<file path="src/rtl/uart_tx_frame.sv">
// uart_tx_frame: byte-wide valid/ready UART transmitter, LSB first, optional parity, 1 or 2 stop bits
module uart_tx_frame #(
    parameter int CLK_FRE   = 50,
    parameter int BAUD_RATE = 115200,
    parameter int PARITY    = 0,
    parameter int STOP_BITS = 1
) (
    input  logic       clk_50m,
    input  logic       rst,
    input  logic [7:0] tx_data,
    input  logic       tx_data_valid,
    output logic       tx_data_ready,
    output logic       tx_pin
);
    localparam int CYCLE = CLK_FRE * 1000000 / BAUD_RATE;
    localparam logic [15:0] LAST = 16'(CYCLE - 1);
    typedef enum logic [2:0] {IDLE, START, DATA, PAR, STOP} state_t;
    state_t state, next_state;
    logic [15:0] cnt;
    logic [2:0] idx;
    logic [7:0] shift;
    logic par_bit, pin_d, bit_end, accept, change;
    assign bit_end = cnt == LAST;
    assign accept = state == IDLE && tx_data_valid && tx_data_ready;
    assign change = next_state != state;
    always_ff @(posedge clk_50m) begin
        if (rst) begin
            state         <= IDLE;
            cnt           <= '0;
            idx           <= '0;
            shift         <= '0;
            par_bit       <= 1'b0;
            tx_pin        <= 1'b1;
            tx_data_ready <= 1'b1;
        end else begin
            state         <= next_state;
            cnt           <= (state == IDLE || change || bit_end) ? '0 : cnt + 16'd1;
            idx           <= change ? '0 : bit_end ? idx + 3'd1 : idx;
            shift         <= accept ? tx_data : shift;
            par_bit       <= accept ? ((PARITY == 1) ? ~^tx_data : ^tx_data) : par_bit;
            tx_pin        <= pin_d;
            tx_data_ready <= next_state == IDLE;
        end
    end
    always_comb begin
        next_state = state;
        case (state)
            IDLE:    next_state = accept ? START : IDLE;
            START:   next_state = bit_end ? DATA : START;
            DATA:    next_state = (bit_end && idx == 3'd7) ? ((PARITY != 0) ? PAR : STOP) : DATA;
            PAR:     next_state = bit_end ? STOP : PAR;
            STOP:    next_state = (bit_end && idx == 3'(STOP_BITS - 1)) ? IDLE : STOP;
            default: next_state = IDLE;
        endcase
    end
    always_comb begin
        pin_d = state == START ? 1'b0 :
                state == DATA  ? shift[idx] :
                state == PAR   ? par_bit : 1'b1;
    end
endmodule

</file>
<file path="config.mk">
export PLATFORM = sky130hd
export DESIGN_NAME = uart_tx_frame
export DESIGN_NICKNAME = d
export VERILOG_FILES = /design/src/rtl/uart_tx_frame.sv
export SDC_FILE = /design/constraint.sdc
export NUM_CORES = 1
export LEC_CHECK = 0
export BUFFER_PORTS_ARGS = -buffer_cell sky130_fd_sc_hd__buf_2
export CAP_MARGIN = 10
export CORE_MARGIN = 5
export CORE_UTILIZATION = 62
export DETAILED_ROUTE_END_ITERATION = 10
export HOLD_SLACK_MARGIN = 0.12
export PLACE_DENSITY_LB_ADDON = 0.3
export SYNTH_ARGS = -nofsm -noshare
export SYNTH_HDL_FRONTEND = slang
export SYNTH_SLANG_ARGS = --single-unit
</file>
<file path="constraint.sdc">
create_clock -name clk_50m -period 2.8 [get_ports clk_50m]
set_clock_uncertainty 0.2 [all_clocks]
set_input_delay 0.56 -clock clk_50m [delete_from_list [all_inputs] [get_ports clk_50m]]
set_output_delay 0.56 -clock clk_50m [all_outputs]
set_load 0.05 [all_outputs]
</file>
==> results.cfg, run 1 <==
[logic_synthesis]
yosysSeqAreaShare = 0.424
ys_ff_latch = 33
yosys-top-cells-area = dfxtp_1, xnor2_1, a21oi_1
post_synth_num_cell_types = 37
yosysWarnings = 0
yosysTopAreaCell = dfxtp_1
synth_nets = 192
syn_area_mm2 = 0.00156
synthCells = 176
postSynthAreaPerCell_um2 = 8.85
synth.top_cell.area_share = 0.424

[sta]
setup_viol = 0
tightestPinTransition_ps = 619
final_max_slew_viol_count = 0
fin_hold_ws_ps = 281
timing.final.crit_share = 0.812
maxSlewHeadroom = 0.586
fmax_mhz = 440
tns_ps = 0
rsz0062_at_grt = no
period_needed_ps = 2270
fin_ws_ps = 526
hold_viol = 0

[setup_path]
cp.arrival_ps = 2270
cp.required_ps = 2800
r2r_cells = 5
rr_startpoint = cnt[0]
critical_path_class = flop to flop
worst_setup_path_start_kind = flop
rrSetupSlack_ps = 530
r2r-end = cnt[6]
crit_path_end = cnt[6]
cp-end-kind = flop
worstPathMaxFanout = 16
cp-startpoint = cnt[0]

[cells_and_area]
instances_no_fill = 221
nNetsFinal = 206
fin_util = 0.694
drive_gt1_frac = 0.136
area_growth_pct = 8.35
n_antenna_cell = 0

[worst_hold_path]
min_from = shift[0]
hold_path_class = flop to flop

[grt]
antenna_found_initial = 0
grt_pass1_vias = 1242
grt_max_degree = 17
grt_first_pass_wirelength_um = 5460
grt_usage = 0.206
gr-total-overflow = 0

[place]
place_inst = 213
port_buffers = 12
pre_cts_ws_ps = 585
place.gp.congestion = 0.820
dp_hpwl_um = 2310

[pwr]
switching_share = 0.261
power_frac_seq = 0.592
combPwrFrac = 0.110
power_frac_clock = 0.298
power.internal_uw = 617
vdd_drop_max_mv = 0.370
p_switching_uw = 218
leakagePower_nw = 0.605
p_per_area_mw_per_mm2 = 495

[floorplan]
num_io_pins = 13
die_height_um = 60.1
design.core.area_mm2 = 0.00243
dieArea_mm2 = 0.00362
fp.dieW_um = 60.1
start_util = 0.640
num_rows = 18

[clock_network]
cts_resized = 0
post-cts-setup-buffers = 0
cts_root_buf = clkbuf_4
clkTransAtPathRegs_ps = 90
clk_latency_ps = 330
holdBufCountCts = 0
htree_num_levels = 2
cts.sinks = 33
cts-buffers-inserted = 5
cts_tree = yes
clockBufferDepth = 2

[detailed_routing]
vias_per_cell = 5.94
vias = 1312
ant_nets = 0
firstDrtPassIters = 4
drt_wl_total_um = 3180
drt_iter0_drc = 60
avgRoutedWirePerCell_um = 14.4
remaining_drc_errors = 0

[run]
cap_violations = 0

[status]
status = finished clean
power groups by stage:
stage / sequential (mW) / clock, mW / combinational (mW)
floorplan: 0.511 / 0 / 0.0574
global placement: 0.504 / 0 / 0.0868
detailed placement: 0.505 / 0 / 0.0910
CTS: 0.494 / 0.257 / 0.0916
global route: 0.497 / 0.285 / 0.101
finish: 0.495 / 0.249 / 0.0916
how the worst min path moves through the flow:
stage	endpoint	cells after the start	slack (ps)
after floorplan	cnt[0]	1	240
after global placement	cnt[0]	1	260
after detailed placement	shift[0]	2	270
after CTS	shift[6]	3	270
after global routing	shift[6]	3	260
final	shift[0]	2	280
metrics by stage:
step,power (mW),area [µm²]
after floorplan,0.568,1560
after global placement,0.591,1640
after detailed placement,0.596,1640
after CTS,0.843,1690
final,0.835,1690
after global routing,0.883,1690
sequential cells by signal, indices dropped and copies added (netlist names):
register and cells:
tx_data_ready 1, cnt 16, state 3, idx 3, par_bit 1, tx_pin 1
shift 8
synthesized netlist by cell type:
master,instances
dfxtp_1,33
nand2_1,20
nor2_1,18
a21oi_1,15
o21ai_0,11
xnor2_1,11
xor2_1,7
inv_1,6
ha_1,5
nand4_1,5
nand3_1,4
a21boi_0,3
buf_2,3
clkbuf_1,3
o31ai_1,3
or4_1,3
a221oi_1,2
and4_1,2
mux4_2,2
nor4_1,2
or3_1,2
a211oi_1,1
a22oi_1,1
a31oi_1,1
and2_1,1
and3_1,1
and3_2,1
and4b_1,1
mux2i_1,1
nand2_2,1
nand3b_1,1
nand4bb_1,1
nor3b_1,1
o2111ai_1,1
or3_4,1
or3b_1,1
or4_2,1
cell usage in the layout (no fill, tap or decap), types with 3 or more instances in the layout:
cell type / netlist / final
a21boi_0: 3 / 3
a21oi_1: 15 / 15
buf_2: 3 / 12
clkbuf_4: 0 / 5
dfxtp_1: 33 / 33
ha_1: 5 / 5
inv_1: 6 / 6
nand2_1: 20 / 20
nand3_1: 4 / 4
nand4_1: 5 / 5
nor2_1: 18 / 18
o21ai_0: 11 / 11
o31ai_1: 3 / 3
or4_1: 3 / 3
xnor2_1: 11 / 11
xor2_1: 7 / 7
area by class of cell:
cell class | count | area, µm²
clock inverter | 2 | 10.0
inverter | 6 | 22.5
clock buffer | 6 | 41.3
multi-input combinational | 131 | 848
tap | 30 | 37.5
sequential | 33 | 661
timing repair buffer | 13 | 67.6
fill | 214 | 744
routing by layer:
metal | global-route usage | vias to the layer above | part of all wire
li1 | - | 652 | -
met1 | 0.253 | 617 | 0.47
met2 | 0.326 | 37 | 0.46
met3 | 0.0734 | 6 | 0.051
met4 | 0.0823 | 0 | 0.014
met5 | 0 | - | 0
worst max-delay path, cell delays in order, from the launching register on:
cell	delay, ps
dfxtp_1	410
ha_1	160
nor3b_1	190
nand4_1	410
nand3_1	660
nor2_1	110
kinds of logic (layout without fill, tap and decap cells):
| family | Yosys count | after routing | share of synthesized area |
|---|---|---|---|
| AOI/OAI and AO/OA | 38 | 38 | 0.143 |
| DFF | 33 | 33 | 0.424 |
| and+or+nand+nor | 67 | 67 | 0.225 |
| muxes | 3 | 3 | 0.0353 |
| buffers and inverters | 12 | 27 | 0.0313 |
| adders and majority gates | 5 | 5 | 0.0402 |
| xor gates and xnor gates | 18 | 18 | 0.101 |
No activity file was read; power rests on OpenSTA's default activity.
==> run 2: changes to the inputs <==
- ABC_AREA: not set -> 1
- CORE_UTILIZATION: 62 -> 59
- clock period: 2.8 -> 2.4 ns (I/O delays scaled with it)
==> results.cfg, run 2 <==
[cells_and_area]
instances_no_fill = 291
largest_reg_flops = 16
layout_commonest_cell = nand2_1
design_area_mm2 = 0.00195
num-fill-cells = 287
area_growth_pct = 6.63
multiInputGateArea_mm2 = 0.00101
largest_register = cnt
seq_area_um2 = 661
drive_gt1_frac = 0.205
nNetsFinal = 273
final_cell_mix = nand2_1, dfxtp_1, nor2_1, inv_1, o21ai_0
n_antenna_cell = 0
reg_top3 = cnt x16, shift x8

[setup_path]
cp.arrival_ps = 2190
critical_path_class = flop to flop
worst_setup_path_start_kind = flop
cp.required_ps = 2470
worstPathMaxFanout = 16
cp-end-kind = flop
rrSetupSlack_ps = 280

[sta]
maxSlewHeadroom = 0.741
final_max_slew_viol_count = 0
fmax_mhz = 472
timing.final.crit_share = 0.882
period_needed_ps = 2120
tns_ps = 0
fin_ws_ps = 283
hold_viol = 0
rsz0062_at_grt = no
tightestPinTransition_ps = 388
setup_viol = 0

[clock_network]
clkTransAtPathRegs_ps = 100
cts_resized = 0
holdBufCountCts = 0
cts_root_buf = clkbuf_4
htree_num_levels = 2
post-cts-setup-buffers = 0
cts-buffers-inserted = 5
cts_tree = yes
cts.sinks = 33
clk_latency_ps = 340
clockBufferDepth = 2

[place]
place.gp.congestion = 0.868
dp_hpwl_um = 2450
pre_cts_ws_ps = 292
port_buffers = 12
place_area_mm2 = 0.00190
place_inst = 283

[pwr]
design_power_total_mw = 1.00
p_per_area_mw_per_mm2 = 513
vdd_drop_max_mv = 0.376
p_switching_uw = 278
leakagePower_nw = 0.736
power.internal_uw = 724
switching_share = 0.277
power_frac_seq = 0.577
power_frac_clock = 0.303
combPwrFrac = 0.119

[floorplan]
dieArea_mm2 = 0.00432
num_io_pins = 13
start_util = 0.610
fp.dieW_um = 65.7
die_height_um = 65.7
design.core.area_mm2 = 0.00300
num_rows = 20

[logic_synthesis]
postSynthAreaPerCell_um2 = 7.60
yosysWarnings = 0
yosys-top-cells-area = dfxtp_1, nand2_1, nor2_4
synth-edff-count = 0
synth.most_common_cell = nand2_1
synth-main-ff-cell = dfxtp_1
synthArstFlopShare = 0
synthCells = 241
syn_area_mm2 = 0.00183
ys_ff_latch = 33
ys_top_cells_by_count = nand2_1, dfxtp_1, nor2_1
yosysSeqAreaShare = 0.361
synth.top_cell.area_share = 0.361
synth_nets = 257
post_synth_num_cell_types = 27
yosysTopAreaCell = dfxtp_1

[detailed_routing]
remaining_drc_errors = 0
vias = 1455
vias_per_cell = 5.00
avgRoutedWirePerCell_um = 11.2
drt_iter0_drc = 45
firstDrtPassIters = 5
drt_wl_total_um = 3250
ant_nets = 0

[run]
cap_violations = 0

[worst_hold_path]
hold_path_class = primary input to flop

[grt]
grt_pass1_vias = 1536
grt_usage = 0.184
antenna_found_initial = 0
grt_first_pass_wirelength_um = 6150
gr-total-overflow = 0
grt_max_degree = 17

[status]
status = finished clean
## run 2: cell type report
type	instances	share of cell area
multi-input combinational	171	0.519
sequential	33	0.338
inverter	34	0.0660
timing repair buffer	12	0.0308
clock buffer	8	0.0250
tap	33	0.0212
## run 2: metal layers
metal  GRT usage  vias to the layer above  part of all wire
met2       0.302                       22              0.44
met3      0.0564                        7             0.034
met4      0.0622                        0             0.016
met1       0.227                      641              0.50
met5           0                        -                 0
li1            -                      785                 -
## run 2: path summary, 6_finish.rpt
kind	start	end	depth (start not counted)
worst max-delay path	idx[0]	cnt[5]	9
worst min-delay path	rst	shift[6]	2
worst max register to register	idx[0]	cnt[5]	9
worst min register to register	shift[3]	shift[3]	2
## run 2: kinds of logic (layout without fill, tap and decap cells)
kind of cell / count (synthesis) / in the layout / synth area share
compound gates: 29 / 29 / 0.0848
flops: 33 / 33 / 0.361
fa+ha+maj: 5 / 5 / 0.0342
simple gates: 117 / 117 / 0.338
buf+inv: 37 / 54 / 0.0861
xor+xnor: 20 / 20 / 0.0957
## run 2: power groups by stage
stage	registers [mW]	clock network [mW]	logic, mW
4_1_cts	0.578	0.310	0.120
2_1_floorplan	0.598	0	0.0856
5_1_grt	0.582	0.340	0.137
3_3_place_gp	0.591	0	0.118
3_5_place_dp	0.591	0	0.120
6_report	0.578	0.304	0.120
## run 2: stage by stage
step	utilization	hold WS (ps)
after global routing	0.650	159
final	0.650	164
after global placement	0.634	244
after CTS	0.650	159
after floorplan	-	224
after detailed placement	0.634	255
## run 2: critical path, cell delays in order, from the launching register on
cell and delay, ps:
dfxtp_1 410, ha_1 240, ha_1 200, nor2_1 130, nor2_1 70, nand3_1 80, nand3_1 80, nor2_2 160
nand3_4 320, nor2_1 170
==> run 3: changes to the inputs <==
- GPL_TIMING_DRIVEN: not set -> 0
- PLACE_DENSITY: not set -> 0.83
- PLACE_DENSITY_LB_ADDON: 0.3 -> not set
==> results.cfg, run 3 (same netlist as run 2, synthesis figures left out) <==
[cells_and_area]
area_growth_pct = 8.54
design_area_mm2 = 0.00199
drive_gt1_frac = 0.215
largest_register = cnt
n_antenna_cell = 0
layout_commonest_cell = nand2_1
nNetsFinal = 276
reg_top3 = cnt x16, shift x8
largest_reg_flops = 16
final_cell_mix = nand2_1, dfxtp_1, nor2_1, inv_1, o21ai_0

[clock_network]
cts_tree = yes
clkTransAtPathRegs_ps = 90
cts-buffers-inserted = 5
htree_num_levels = 2
cts.sinks = 33
cts_resized = 0
holdBufCountCts = 0
post-cts-setup-buffers = 0
clockBufferDepth = 2
clk_latency_ps = 340
cts_root_buf = clkbuf_4

[sta]
fmax_mhz = 506
fin_ws_ps = 422
maxSlewHeadroom = 0.772
tightestPinTransition_ps = 342
tns_ps = 0
timing.final.crit_share = 0.824
period_needed_ps = 1980
fin_hold_ws_ps = 167
hold_viol = 0
rsz0062_at_grt = no
final_max_slew_viol_count = 0
setup_viol = 0

[pwr]
p_switching_uw = 267
combPwrFrac = 0.125
power_frac_seq = 0.568
vdd_drop_max_mv = 0.464
leakagePower_nw = 0.756
p_per_area_mw_per_mm2 = 512
power.internal_uw = 750
power_frac_clock = 0.307
switching_share = 0.262

[setup_path]
r2r_cells = 10
critical_path_class = flop to flop
rrSetupSlack_ps = 420
worstPathMaxFanout = 10
rr_startpoint = idx[1]
worst_setup_path_start_kind = flop
cpMaxStageDelayCell = dfxtp_1
cp.required_ps = 2490
crit_family = simple AND/OR/NAND/NOR gates
r2r-end = cnt[9]
path_depth = 10
cp_slowest_stage_delay_ps = 380
cp.arrival_ps = 2070
cp_cell_sequence = ha_1, ha_1, nor2_1, nor2_1, nand3_1, nand3_1, nor2_2, nand3_4, buf_12, nor2_4
cp-end-kind = flop
crit_buf_inv = 1

[grt]
grt_first_pass_wirelength_um = 6220
grt_max_degree = 11
antenna_found_initial = 0
grt_pass1_vias = 1483
grt_usage = 0.191
gr-total-overflow = 0

[detailed_routing]
drt_wl_total_um = 3290
vias = 1458
avgRoutedWirePerCell_um = 11.2
remaining_drc_errors = 0
vias_per_cell = 4.98
firstDrtPassIters = 4
ant_nets = 0
drt_iter0_drc = 91

[place]
dp_hpwl_um = 2550
port_buffers = 12
pre_cts_ws_ps = 442
place.gp.congestion = 0.919
place_area_mm2 = 0.00193

[floorplan]
start_util = 0.610
design.core.area_mm2 = 0.00300
fp.dieW_um = 65.7
num_rows = 20
die_height_um = 65.7
num_io_pins = 13
dieArea_mm2 = 0.00432

[worst_hold_path]
min_from = rst
hold_depth = 2
min_to = shift[6]
hold_path_class = primary input to flop

[run]
cap_violations = 0

[status]
status = finished clean
-- run 3: changes by cell type in the layout (fill, tap and decap cells not counted), sizes merged --
cell / delta
buf: +2
-- run 3: metal layers --
layer | share of wire | track usage
met3 | 0.036 | 0.0667
met4 | 0.022 | 0.0933
met5 | 0 | 0
met1 | 0.49 | 0.230
met2 | 0.45 | 0.299
-- run 3: power groups by stage --
stage,Combinational (mW),Clock (mW),Sequential [mW]
final,0.127,0.313,0.578
after global routing,0.147,0.360,0.581
after CTS,0.127,0.325,0.578
after detailed placement,0.126,0,0.591
after global placement,0.123,0,0.590
after floorplan,0.0856,0,0.598
-- run 3: how the worst max path moves through the flow --
stage,start,end,slack [ps]
2_1_floorplan,idx[1],cnt[9],640
3_3_place_gp,idx[1],cnt[9],470
3_5_place_dp,idx[1],cnt[9],440
4_1_cts,idx[1],cnt[9],420
5_1_grt,idx[1],cnt[13],250
6_report,idx[1],cnt[9],420
-- run 3: through the flow --
step | utilization | std cells | total power [mW]
2_1_floorplan | - | 241 | 0.684
3_3_place_gp | 0.643 | 286 | 0.713
3_5_place_dp | 0.643 | 286 | 0.717
4_1_cts | 0.662 | 293 | 1.03
5_1_grt | 0.662 | 293 | 1.09
6_report | 0.662 | 293 | 1.02
-- run 3: final cells by class --
| type | instances | area, µm² |
|---|---|---|
| Buffer | 3 | 28.8 |
| Clock buffer | 7 | 55.1 |
| Fill cell | 262 | 1020 |
| Inverter | 34 | 129 |
| Multi-Input combinational cell | 171 | 1010 |
| Sequential cell | 33 | 661 |
| Tap cell | 33 | 41.3 |
| Timing Repair Buffer | 12 | 60.1 |
